--- src/rtl/vol_ctrl.sv ---
// vol_ctrl: two-button volume/mute controller with debouncing, auto-repeat,
// saturating volume arithmetic, req/ack output handshake and OSD timer.
module vol_ctrl #(
    parameter int unsigned DEB_CYCLES  = 250000,
    parameter int unsigned RPT_DELAY   = 12500000,
    parameter int unsigned RPT_PERIOD  = 2500000,
    parameter int unsigned VOL_MAX     = 31,
    parameter int unsigned VOL_DEFAULT = 20
) (
    input  logic       clk25,
    input  logic       reset_n,
    input  logic       BTN_volminus,
    input  logic       BTN_volplus,
    input  logic       upd_ack,
    output logic [4:0] vol_out,
    output logic       mute_out,
    output logic       upd_req,
    output logic       osd_active
);

    localparam int unsigned DW   = $clog2(DEB_CYCLES + 1);
    localparam int unsigned TMAX = (RPT_DELAY > RPT_PERIOD) ? RPT_DELAY : RPT_PERIOD;
    localparam int unsigned TW   = $clog2(TMAX + 1);
    localparam int unsigned OW   = $clog2(2 * RPT_DELAY + 1);

    typedef enum logic [2:0] {
        S_IDLE,
        S_STEP,
        S_HOLD,
        S_REPEAT,
        S_MUTE_LOCK
    } state_t;

    // Button index 1 = plus, 0 = minus; levels are active-low.
    logic [1:0]    raw;
    logic [1:0]    s1_q, s2_q, db_q, arm_q;
    logic [DW-1:0] dcnt_q [2];
    logic [1:0]    pressed;

    state_t        state_q, state_d;
    logic          dir_q, dir_d;
    logic [TW-1:0] tmr_q, tmr_d;
    logic [4:0]    vol_q, vol_d;
    logic          mute_q, mute_d;
    logic          step, toggle;
    logic          active, other;

    logic [4:0]    vol_out_q;
    logic          mute_out_q, upd_req_q;
    logic          osd_q;
    logic [OW-1:0] ocnt_q;

    assign raw = {BTN_volplus, BTN_volminus};

    // Synchronize and debounce both buttons. A button stays unarmed after
    // reset until it has been seen stably released, so a press held through
    // reset is ignored until it is released and pressed again.
    always_ff @(posedge clk25 or negedge reset_n) begin
        if (!reset_n) begin
            s1_q  <= '1;
            s2_q  <= '1;
            db_q  <= '1;
            arm_q <= '0;
            for (int unsigned i = 0; i < 2; i++) dcnt_q[i] <= '0;
        end else begin
            s1_q <= raw;
            s2_q <= s1_q;
            for (int unsigned i = 0; i < 2; i++) begin
                if (!arm_q[i]) begin
                    if (s2_q[i]) begin
                        if (dcnt_q[i] == DW'(DEB_CYCLES - 1)) begin
                            arm_q[i]  <= 1'b1;
                            dcnt_q[i] <= '0;
                        end else begin
                            dcnt_q[i] <= dcnt_q[i] + 1'b1;
                        end
                    end else begin
                        dcnt_q[i] <= '0;
                    end
                end else if (s2_q[i] != db_q[i]) begin
                    if (dcnt_q[i] == DW'(DEB_CYCLES - 1)) begin
                        db_q[i]   <= s2_q[i];
                        dcnt_q[i] <= '0;
                    end else begin
                        dcnt_q[i] <= dcnt_q[i] + 1'b1;
                    end
                end else begin
                    dcnt_q[i] <= '0;
                end
            end
        end
    end

    assign pressed = arm_q & ~db_q;
    assign active  = dir_q ? pressed[1] : pressed[0];
    assign other   = dir_q ? pressed[0] : pressed[1];

    // Step FSM next state, step/mute-toggle strobes and saturating volume update.
    always_comb begin
        state_d = state_q;
        dir_d   = dir_q;
        tmr_d   = tmr_q;
        step    = 1'b0;
        toggle  = 1'b0;
        unique case (state_q)
            S_IDLE: begin
                if (&pressed) begin
                    toggle  = 1'b1;
                    state_d = S_MUTE_LOCK;
                end else if (|pressed) begin
                    dir_d   = pressed[1];
                    state_d = S_STEP;
                end
            end
            S_STEP: begin
                step    = 1'b1;
                tmr_d   = '0;
                state_d = S_HOLD;
            end
            S_HOLD: begin
                if (other) begin
                    toggle  = 1'b1;
                    state_d = S_MUTE_LOCK;
                end else if (!active) begin
                    state_d = S_IDLE;
                end else if (tmr_q == TW'(RPT_DELAY - 1)) begin
                    tmr_d   = '0;
                    state_d = S_REPEAT;
                end else begin
                    tmr_d = tmr_q + 1'b1;
                end
            end
            S_REPEAT: begin
                if (other) begin
                    toggle  = 1'b1;
                    state_d = S_MUTE_LOCK;
                end else if (!active) begin
                    state_d = S_IDLE;
                end else if (tmr_q == TW'(RPT_PERIOD - 1)) begin
                    step  = 1'b1;
                    tmr_d = '0;
                end else begin
                    tmr_d = tmr_q + 1'b1;
                end
            end
            S_MUTE_LOCK: begin
                if (pressed == 2'b00) state_d = S_IDLE;
            end
            default: state_d = S_IDLE;
        endcase

        vol_d  = vol_q;
        mute_d = mute_q;
        if (step) begin
            mute_d = 1'b0;
            if (dir_q) begin
                if (vol_q != 5'(VOL_MAX)) vol_d = vol_q + 5'd1;
            end else begin
                if (vol_q != 5'd0) vol_d = vol_q - 5'd1;
            end
        end else if (toggle) begin
            mute_d = ~mute_q;
        end
    end

    // FSM state, repeat timer and internal volume/mute registers.
    always_ff @(posedge clk25 or negedge reset_n) begin
        if (!reset_n) begin
            state_q <= S_IDLE;
            dir_q   <= 1'b0;
            tmr_q   <= '0;
            vol_q   <= 5'(VOL_DEFAULT);
            mute_q  <= 1'b0;
        end else begin
            state_q <= state_d;
            dir_q   <= dir_d;
            tmr_q   <= tmr_d;
            vol_q   <= vol_d;
            mute_q  <= mute_d;
        end
    end

    // Output handshake: load only when idle and ack is low; hold until acked.
    always_ff @(posedge clk25 or negedge reset_n) begin
        if (!reset_n) begin
            vol_out_q  <= 5'(VOL_DEFAULT);
            mute_out_q <= 1'b0;
            upd_req_q  <= 1'b1;
        end else if (upd_req_q) begin
            if (upd_ack) upd_req_q <= 1'b0;
        end else if (!upd_ack && ((vol_q != vol_out_q) || (mute_q != mute_out_q))) begin
            vol_out_q  <= vol_q;
            mute_out_q <= mute_q;
            upd_req_q  <= 1'b1;
        end
    end

    // OSD timer: restarted by every step or mute toggle, expires after 2*RPT_DELAY.
    always_ff @(posedge clk25 or negedge reset_n) begin
        if (!reset_n) begin
            osd_q  <= 1'b0;
            ocnt_q <= '0;
        end else if (step || toggle) begin
            osd_q  <= 1'b1;
            ocnt_q <= '0;
        end else if (osd_q) begin
            if (ocnt_q == OW'(2 * RPT_DELAY - 1)) begin
                osd_q  <= 1'b0;
                ocnt_q <= '0;
            end else begin
                ocnt_q <= ocnt_q + 1'b1;
            end
        end
    end

    assign vol_out    = vol_out_q;
    assign mute_out   = mute_out_q;
    assign upd_req    = upd_req_q;
    assign osd_active = osd_q;

endmodule

--- config.mk ---
export PLATFORM = sky130hd
export DESIGN_NAME = vol_ctrl
export DESIGN_NICKNAME = d
export VERILOG_FILES = /design/src/rtl/vol_ctrl.sv
export SDC_FILE = /design/constraint.sdc
export NUM_CORES = 1
export LEC_CHECK = 0
export BUFFER_PORTS_ARGS = -buffer_cell sky130_fd_sc_hd__buf_2
export CORE_MARGIN = 1
export CORE_UTILIZATION = 44
export CTS_CLUSTER_DIAMETER = 150
export DETAILED_ROUTE_END_ITERATION = 12
export PLACE_DENSITY = 0.63
export REMOVE_ABC_BUFFERS = 1
export SYNTH_ARGS = -nofsm -noshare
export SYNTH_HDL_FRONTEND = slang
export SYNTH_SLANG_ARGS = --single-unit
--- constraint.sdc ---
create_clock -name clk25 -period 3.04 [get_ports clk25]
set_input_delay 0 -clock clk25 [delete_from_list [all_inputs] [get_ports clk25]]
set_output_delay 0 -clock clk25 [all_outputs]
set_load 0.01 [all_outputs]
# Yosys cells after proc, flatten, opt, wreduce, memory -nomap -nowiden
# Cells that the tools add are included.
[word_totals]
ff_bits = 111
out_inout_bits = 8
input_bits = 5
[op_classes]
n_eq_ne = 23
n_mux = 53
bitwise = 5
n_reduce_logical = 21
addsub = 6
[ops]
columns = ["op", "n"]
rows = [
  ["2-to-1 mux 18 bit", 8],
  ["2-to-1 mux 24 bit", 6],
  ["2-to-1 mux 25 bit", 3],
  ["case mux 24 bit (3 select lines)", 1],
  ["adder 18 x 1 -> 18 bit (second input constant)", 2],
  ["equality test 18 bit (second input constant)", 2],
  ["adder 25 x 1 -> 25 bit (second input constant)", 1],
  ["equality test 25 bit (second input constant)", 1],
  ["adder 24 x 1 -> 24 bit (second input constant)", 1],
  ["equality test 24 x 22 -> 1 bit (second input constant)", 1],
  ["equality test 24 bit (second input constant)", 1],
  ["2-to-1 mux 3 bit", 8],
  ["2-to-1 mux 1 bit", 21],
  ["2-to-1 mux 5 bit", 3],
  ["case mux 3 bit (5 select lines)", 1],
  ["AND reduction 3 bit", 4],
  ["inequality test 2 bit (second input constant)", 5],
  ["equality test 3 x 2 -> 1 bit (second input constant)", 2],
  ["inequality test 3 bit (second input constant)", 2],
  ["nonzero test 2 bit", 3],
  ["adder 5 x 1 -> 5 bit (second input constant)", 1],
  ["inequality test 5 bit", 1],
  ["inequality test 5 bit (second input constant)", 1],
  ["AND reduction 5 bit", 1],
  ["20 further kinds", 28],
]

# Longest topological paths before layout
# Gate-level depths: netlist (run 1).
[logic_depth]
word_depth = 8
mapped_depth = 9

# Worst setup path after synthesis (run 1)
# OpenSTA, ideal clock, no wires.
[synth_timing]
path_type = "register to register"
start = "register tmr_q[15]"
end = "register vol_q[1]"
setup_slack_ps = 781
setup_ps = 125
required_time_ps = 2915
path_stages_with_launch = 6
path_buffers = 0
t_arrival_ps = 2134
path_cell_list = "dfrtp_1 -> or4_1 -> or4_4 -> a2111oi_4 -> o21ai_2 -> mux2_4"
[synth_via]
elab_chain_cells = 6
[synth_lines]
columns = ["item", "line", "text"]
rows = [
  ["start, declared", "42", "logic [TW-1:0] tmr_q, tmr_d;"],
  ["start signal, assigned", "177", "tmr_q <= tmr_d;"],
  ["equality test 24 x 22 -> 1 bit", "139", "end else if (tmr_q == TW'(RPT_PERIOD - 1)) begin"],
  ["2-to-1 mux 1 bit", "139", ""],
  ["2-to-1 mux 1 bit", "137", "end else if (!active) begin"],
  ["2-to-1 mux 1 bit", "134", "if (other) begin"],
  ["case mux 1 bit (2 select lines)", "105", "unique case (state_q)"],
  ["AND reduction 3 bit (no source line)", "-", ""],
  ["end signal, assigned", "172", "vol_q <= 5'(VOL_DEFAULT);"],
  ["end signal, assigned", "178", "vol_q <= vol_d;"],
  ["end, declared", "43", "logic [4:0] vol_q, vol_d;"],
]
# Every way passes these cells.
# A chain may end at the register's enable or synchronous reset.

# Worst setup path in the final report (run 1)
[layout_timing]
start = "register tmr_q[15]"
end = "register tmr_q[8]"
[layout_via]
elab_chain_cells = 5
word_cells_on_any_way = 9
cone_classes = "2 x eq/ne; 7 x mux"
[layout_lines]
columns = ["item", "line"]
rows = [
  ["equality test 24 x 22 -> 1 bit or equality test 24 bit (tied branches)", "139, 126"],
  ["2-to-1 mux 24 bit, on equally long branches", "139, 126"],
  ["2-to-1 mux 24 bit, on equally long branches", "137, 124"],
  ["2-to-1 mux 24 bit, on equally long branches", "134, 121"],
  ["case mux 24 bit (3 select lines) *", "105"],
]
# Every way passes the cells marked *; elsewhere a longest branch is shown, timed or not. The select of a mux whose other input is x is not followed.

==> out/summary.txt, run 1 <==
Outcome: finished clean
Drt pass-1 iters: 5
WL final: 12750 um
Cell area after synthesis: 0.006027 sq mm
Post-synth top area share: 41.52%
Ports: 13
CTS Buf Count: 9
Top FF cell, synth: dfrtp_1
VDD IR-drop max: 0.2738 mV
CP max-delay cell: a21oi_2
Kind of critical path: reg2reg
Count of final setup violators: 0
Nets: 652
Crit path cell chain: or4_1 > or4_4 > a21o_1 > a21oi_2 > nor2_1
Async set-reset flop share out of synthesis: 100.0%
Site row count: 42
Register area share after synthesis: 46.32%
Pwr Density: 413.6 mW/mm^2
DPL Wire Length: 8906 um
Kind of end point of the critical path: flip-flop
DR vias/cell: 5.767
Residual DRC: 0
Total power: 2.729 mW
Core area: 0.01330 sq mm
Fin worst setup slack: 533.5 ps
Largest area contributor in the netlist: dfrtp_1
Tcrit/Tclk final: 82.45%
Largest net degree at the start of global routing: 57
RSZ-0062 raised after global routing: false
Clk root buf: clkbuf_16
Buf/Inv on CP: 0
Max Cap Viol: 0
Final Critical Period: 2506 ps
WL per Instance: 15.61 um
Synth warnings: 0
Final setup TNS: 0 ps
Fin cells: 817
WP data required: 3260 ps
Antenna viol nets, final: 0
H-tree depth: 3
Starting Density: 45.33%
Hold Path Class: in2async
Final Cell Area: 0.006598 sq mm
Cell count after placement: 797
Final-report hold violation count: 0
Fmax: 0.3990 GHz
Clk pin slew, worst setup/hold paths: 70 ps
Worst clock skew: 8.456 ps
First-pass GRT wire length: 22440 um
DP Area: 0.006274 sq mm
Share of the core filled with cells: 49.62%
Longest Clk Path Bufs: 2
Mapped Avg Cell Area: 9.690 sq um
Yosys reg bits: 111
Startpoint types: flip-flop
Clk_lat worst skew: 360 ps
Iter 0 DRT Violations: 323
Synth unique cells: 68
Area Growth Syn to Fin: 9.467%
Via count: 4712
Cells after synthesis: 622
CP max FO: 14
PortBufs: 12
Initial antenna violation count: 0
Leakage: 2.817 nW
CTS tree: done
Routability cong.: 0.8301
Slew Viols, Final: 0
Share of cells above drive strength 1: 9.828%
Setup WS pre-CTS: 527.8 ps
Die H: 119.0 um
Antenna Cells: 0
Largest delay contributor family on the critical path: simple AND/OR/NAND/NOR gates
Vias in the first global route: 4630
Synth top area cells: dfrtp_1 (42%), xor2_1 (5.5%), nor2_1 (5.2%), dfstp_2 (4.8%), xnor2_1 (3.9%)
GRT overflow: 0
Least-Margin Pin Slew: 790.1 ps
Die Footprint: 0.01417 sq mm
Slowest stage delay, CP: 550 ps
Gr usage total: 19.64%
Clock sink count: 111
Rel. slew slack: 46.87%
Post-synth EDFFs: 0
Chip Width: 119.0 um
Hold slack: 223.0 ps
WP data arrival: 2730 ps
## where the power goes
group / internal (mW) / switching [mW] / total (mW)
combinational: 0.0144 / 0.0418 / 0.0562
sequential: 1.49 / 0.00805 / 1.50
clock: 0.643 / 0.534 / 1.18
total: 2.14 / 0.584 / 2.73
## final timing paths
path	from	end	slack [ps]	cells after the start
max	tmr_q[15]$_DFFE_PN0P_	tmr_q[8]$_DFFE_PN0P_	530	5
max reg2reg	tmr_q[15]$_DFFE_PN0P_	tmr_q[8]$_DFFE_PN0P_	530	5
min in group clk25	BTN_volminus	s1_q[0]$_DFF_PN1_	270	2
max in group asynchronous	reset_n	db_q[1]$_DFFE_PN1P_	1910	3
min	reset_n	dcnt_q[9]$_DFF_PN0_	220	2
min reg2reg	s1_q[0]$_DFF_PN1_	s2_q[0]$_DFF_PN1_	360	0
## synthesized netlist by cell type (10+ instances only)
master,count
clkbuf_1,14
inv_1,16
ha_1,10
nand3_1,41
nor3_1,12
nor2_1,84
xnor2_1,27
and3_1,10
dfrtp_1,100
o21ai_0,11
a21oi_1,25
xor2_1,38
nand2_1,42
nand4_1,36
and4_1,14
nor4_1,11
dfstp_2,11
or4_1,12
## state kept, by name, summed over array words and instances, names as in the netlist
| name | cells |
|---|---|
| tmr_q | 24 |
| db_q | 2 |
| upd_req | 1 |
| ocnt_q | 25 |
| s2_q | 2 |
| dir_q | 1 |
| mute_out | 1 |
| s1_q | 2 |
| dcnt_q | 36 |
| arm_q | 2 |
| vol_q | 5 |
| mute_q | 1 |
| osd_active | 1 |
| state_q | 3 |
| vol_out | 5 |
## layer usage
layer / share of wire [%] / up-vias / GRT usage [%]
met4: 0.87 / 0 / 6.329
met2: 48 / 92 / 31.21
met5: 0 / - / 0
li1: - / 2291 / -
met3: 4.0 / 8 / 5.268
met1: 47 / 2321 / 25.96
## layout make-up
class | instances | area, sq um
tap | 176 | 220.2
sequential | 111 | 2791
timing repair buffer | 21 | 140.1
fill | 1241 | 6698
inverter | 16 | 60.06
clock inverter | 3 | 43.79
multi-input combinational | 477 | 3102
clock buffer | 13 | 240.2
## cell families (layout without fill, tap and decap cells)
| group | Yosys count | in the layout | share of synthesized area (%) |
|---|---|---|---|
| multiplexers | 14 | 14 | 2.782 |
| buffers and inverters | 34 | 53 | 2.221 |
| AND/OR/NAND/NOR | 308 | 308 | 27.74 |
| AO/OA/AOI/OAI | 79 | 79 | 9.093 |
| adder cells (fa/ha/maj) | 11 | 11 | 2.408 |
| flip-flops | 111 | 111 | 46.32 |
| XOR/XNOR | 65 | 65 | 9.446 |
## cells in the final DEF, fill, tap and decap left out, types with 5 or more instances in the layout
master	Yosys	routed
dfrtp_1	100	100
nor2_1	84	84
nand2_1	42	42
nand3_1	41	41
xor2_1	38	38
nand4_1	36	36
xnor2_1	27	27
a21oi_1	25	25
inv_1	16	16
and4_1	14	14
nor3_1	12	12
or4_1	12	12
nor4_1	11	11
o21ai_0	11	11
dfstp_2	11	11
buf_2	2	11
and3_1	10	10
ha_1	10	10
or3_1	9	9
clkbuf_16	0	9
mux2_2	8	8
a21o_1	7	7
a31oi_1	7	7
nand3b_1	6	6
buf_4	1	6
o31ai_1	5	5
## repair_timing
item                      in CTS  in global routing
hold buffers                   4                  0
hold endpoints to repair      52                  0
buffers inserted               0                  0
resized for setup              0                  0
Power figures use the tool's default switching activity.
==> run 2, diff against run 1 <==
Clock period 3.04 ns to 2.4 ns, I/O delays scaled along.
==> out/summary.txt, run 2 (synthesized netlist as in run 1, its figures left out) <==
CTS tree: done
Tcrit/Tclk final: 96.45%
VDD IR-drop max: 0.3244 mV
Starting Density: 45.33%
Kind of end point of the critical path: flip-flop
Fin cells: 830
GRT overflow: 0
Ports: 13
Grt peak-use layer: met2
Largest register FFs: 36
Routability cong.: 0.8458
Core area: 0.01330 sq mm
Clk pin slew, worst setup/hold paths: 70 ps
Largest net degree at the start of global routing: 52
Chip Width: 119.0 um
Final Critical Period: 2315 ps
WP data required: 2640 ps
Kind of critical path: reg2reg
Setup WS pre-CTS: 112.1 ps
Biggest regs: dcnt_q: 36 flops, ocnt_q: 25 flops, tmr_q: 24 flops
Longest Clk Path Bufs: 2
WL per Instance: 15.25 um
Cell count after placement: 810
Count of final setup violators: 0
Gr usage total: 18.97%
Antenna viol nets, final: 0
Biggest register: dcnt_q
Slew Viols, Final: 0
Hold Path Class: in2async
Site row count: 42
Share of the core filled with cells: 50.71%
Least-Margin Pin Slew: 875.3 ps
CTS Buf Count: 9
Nets: 665
Iter 0 DRT Violations: 327
Pwr Density: 518.7 mW/mm^2
Drt pass-1 iters: 5
DPL Wire Length: 9046 um
Rel. slew slack: 41.15%
CP max FO: 4
Startpoint types: flip-flop
WP data arrival: 2560 ps
WL final: 12660 um
Via count: 4765
H-tree depth: 3
Clock sink count: 111
Routing usage on met1: 25.20%
Leakage: 2.905 nW
Final-report hold violation count: 0
Die Footprint: 0.01417 sq mm
Met3 usage: 3.784%
GR met2 Demand/Resource: 29.87%
Most common cell after layout, fill and taps aside: dfrtp_1
Area Growth Syn to Fin: 11.85%
PortBufs: 12
Clk_lat worst skew: 370 ps
Initial antenna violation count: 0
DR vias/cell: 5.741
Outcome: finished clean
Vias in the first global route: 4495
Slack of the worst reg-to-reg path: 90 ps
Worst clock skew: 16.21 ps
Clk root buf: clkbuf_16
Antenna Cells: 0
Die H: 119.0 um
Residual DRC: 0
Max Cap Viol: 0
Most frequent cells in the layout: dfrtp_1 (100), nor2_1 (84), nand2_1 (42)
Hold slack: 144.5 ps
Fin worst setup slack: 85.18 ps
First-pass GRT wire length: 21450 um
Fmax: 0.4320 GHz
Share of cells above drive strength 1: 12.23%
==> run 2: cell types whose count changed in the layout (fill, tap and decap cells not counted), sizes merged <==
cell	before	now
clkinv	1	4
clkbuf	13	11
buf	17	30
inv	17	16
==> run 2: layout make-up <==
| type | count | area, sq um |
|---|---|---|
| Fill cell | 1220 | 6554 |
| Multi-Input combinational cell | 477 | 3107 |
| Sequential cell | 111 | 2791 |
| Timing Repair Buffer | 34 | 262.8 |
| Clock buffer | 11 | 242.7 |
| Tap cell | 176 | 220.2 |
| Inverter | 16 | 60.06 |
| Clock inverter | 5 | 57.56 |
==> run 2: worst max-delay path, cell delays in order, from the launching register on <==
cell	delay [ps]
dfrtp_1	380
or4_1	520
or4_4	470
a2111oi_4	360
o21ai_2	160
mux2_4	310
==> run 2: path summary, 6_finish.rpt <==
path                                       startpoint              endpoint  cells past startpoint
worst max-delay path            tmr_q[11]$_DFFE_PN0P_  vol_q[1]$_DFFE_PN0P_                      5
worst min-delay path                          reset_n  dcnt_q[13]$_DFF_PN0_                      2
worst max register to register  tmr_q[11]$_DFFE_PN0P_  vol_q[1]$_DFFE_PN0P_                      5
worst min register to register      s1_q[1]$_DFF_PN1_     s2_q[1]$_DFF_PN1_                      0
max in group asynchronous                     reset_n  vol_q[2]$_DFFE_PN1P_                      3
min in group clk25                       BTN_volminus     s1_q[0]$_DFF_PN1_                      2
==> run 2: layer usage <==
layer	share of wire, %	wire [um]
met1	47	6005
met2	47	5986
met5	0	0
met4	1.5	195
met3	3.7	474
==> run 2: timing repair <==
| item | CTS | global route |
|---|---|---|
| resized for setup | 0 | 1 |
| endpoints found under the hold margin | 38 | 0 |
| hold buffers | 4 | 0 |
| endpoints found under the setup margin | 0 | 1 |
| setup buffers | 0 | 0 |
==> run 2: metrics by stage <==
stage          power (mW)  cell area (sq um)  setup TNS (ps)
2_1_floorplan       1.949               5953               0
3_3_place_gp        2.004               6396               0
3_5_place_dp        2.006               6396               0
4_1_cts             3.532               6736               0
5_1_grt             3.623               6741          -15.21
6_report            3.497               6741               0
==> run 2: power by group <==
group | internal, mW | switching, mW
Clock | 0.839 | 0.687
Combinational | 0.0227 | 0.0542
Sequential | 1.88 | 0.00979
==> run 3, diff against run 2 <==
Settings changed: REMOVE_ABC_BUFFERS 1 to default.
==> out/summary.txt, run 3 (synthesized netlist as in run 1, its figures left out) <==
Gr usage total: 19.33%
FF-to-FF End: vol_q[1]$_DFFE_PN0P_
Via count: 4728
CTS tree: done
Kind of critical path: reg2reg
DR vias/cell: 5.683
Largest net degree at the start of global routing: 51
H-tree depth: 3
Initial antenna violation count: 0
RSZ-0062 raised after global routing: false
Slack of the worst reg-to-reg path: 110 ps
Largest register FFs: 36
Tcrit/Tclk final: 95.57%
Longest Clk Path Bufs: 2
Nets: 667
Final-report hold violation count: 0
Leakage: 2.906 nW
Worst clock skew: 9.398 ps
CTS Buf Count: 9
Clk root buf: clkbuf_16
Share of cells above drive strength 1: 12.96%
Biggest register: dcnt_q
Core area: 0.01330 sq mm
Count of final setup violators: 0
Final setup TNS: 0 ps
Total power: 3.459 mW
WP data arrival: 2540 ps
Chip Width: 119.0 um
Outcome: finished clean
Die Footprint: 0.01417 sq mm
WL final: 12720 um
DPL Wire Length: 9002 um
Pwr Density: 510.8 mW/mm^2
Clock sink count: 111
Fmax: 0.4360 GHz
Residual DRC: 0
Vias in the first global route: 4520
Kind of end point of the critical path: flip-flop
CP max FO: 4
GRT overflow: 0
Slew Viols, Final: 0
Final Critical Period: 2294 ps
Final Cell Area: 0.006771 sq mm
Least-Margin Pin Slew: 746.1 ps
VDD IR-drop max: 0.4204 mV
Syn_nets: 638
Max Cap Viol: 0
Worst Reg-to-Reg Cells: 5
Ports: 13
Routability cong.: 0.8192
Biggest regs: dcnt_q: 36 flops, ocnt_q: 25 flops, tmr_q: 24 flops
WP data required: 2640 ps
Reg2reg start: tmr_q[11]$_DFFE_PN0P_
Drt pass-1 iters: 5
First-pass GRT wire length: 22090 um
Iter 0 DRT Violations: 366
Startpoint types: flip-flop
Antenna viol nets, final: 0
Most frequent cells in the layout: dfrtp_1 (100), nor2_1 (84), nand2_1 (42)
Clk_lat worst skew: 360 ps
DP Area: 0.006411 sq mm
Most common cell after layout, fill and taps aside: dfrtp_1
Site row count: 42
CP startpoint: tmr_q[11]$_DFFE_PN0P_
WL per Instance: 15.29 um
Die H: 119.0 um
Antenna Cells: 0
Area Growth Syn to Fin: 12.35%
Setup Fix Bufs, Post-CTS: 0
Rel. slew slack: 49.87%
Clk pin slew, worst setup/hold paths: 70 ps
Hold Path Class: in2async
PortBufs: 12
Starting Density: 45.33%
run 3: stage by stage:
step / setup slack [ps] / hold slack, ps / instances / utilization, %
6_report: 106.4 / 216.5 / 832 / 50.93
3_5_place_dp: 91.34 / 74.91 / 812 / 48.22
5_1_grt: 13.59 / 257.8 / 832 / 50.93
4_1_cts: 93.26 / 229.8 / 832 / 50.78
3_3_place_gp: 100.7 / 58.26 / 812 / 48.22
2_1_floorplan: 140.9 / -295.6 / 622 / -
run 3: worst max path at each step:
| stage | depth (start not counted) | to | slack [ps] |
|---|---|---|---|
| finish | 5 | vol_q[1]$_DFFE_PN0P_ | 110 |
| global route | 5 | vol_q[3]$_DFFE_PN0P_ | 10 |
| CTS | 5 | vol_q[1]$_DFFE_PN0P_ | 90 |
| detailed placement | 5 | ocnt_q[21]$_DFFE_PN0P_ | 90 |
| global placement | 5 | vol_q[3]$_DFFE_PN0P_ | 100 |
| floorplan | 5 | vol_q[1]$_DFFE_PN0P_ | 140 |
run 3: report_power, final:
| part | switching (mW) | internal [mW] | total [mW] |
|---|---|---|---|
| clock | 0.726 | 0.759 | 1.48 |
| combinational | 0.0552 | 0.0250 | 0.0802 |
| sequential | 0.0102 | 1.88 | 1.89 |
run 3: what timing repair did:
action                                  4_1_cts  5_1_grt
endpoints found under the setup margin        0       16
gates resized for setup                       0        4
endpoints found under the hold margin        43        0
hold buffers                                  4        0
run 3: cell type report:
class / count / area [sq um]
sequential: 111 / 2791
clock inverter: 6 / 61.31
clock buffer: 10 / 239.0
fill: 1212 / 6524
multi-input combinational: 477 / 3122
timing repair buffer: 36 / 277.8
inverter: 16 / 60.06
tap: 176 / 220.2
run 3: routing by layer:
layer  GRT usage, %  share of wire [%]  wire length (um)
met5              0                  0                 0
met4          6.013                1.3               165
met3          4.550                3.7               472
met2          31.54                 49              6278
met1          25.37                 46              5805
run 3: critical path, stage by stage, from the launching register on:
cell,delay [ps]
dfrtp_1,380
or4_1,510
or4_4,470
a2111oi_4,350
o21ai_2,160
mux2_4,320
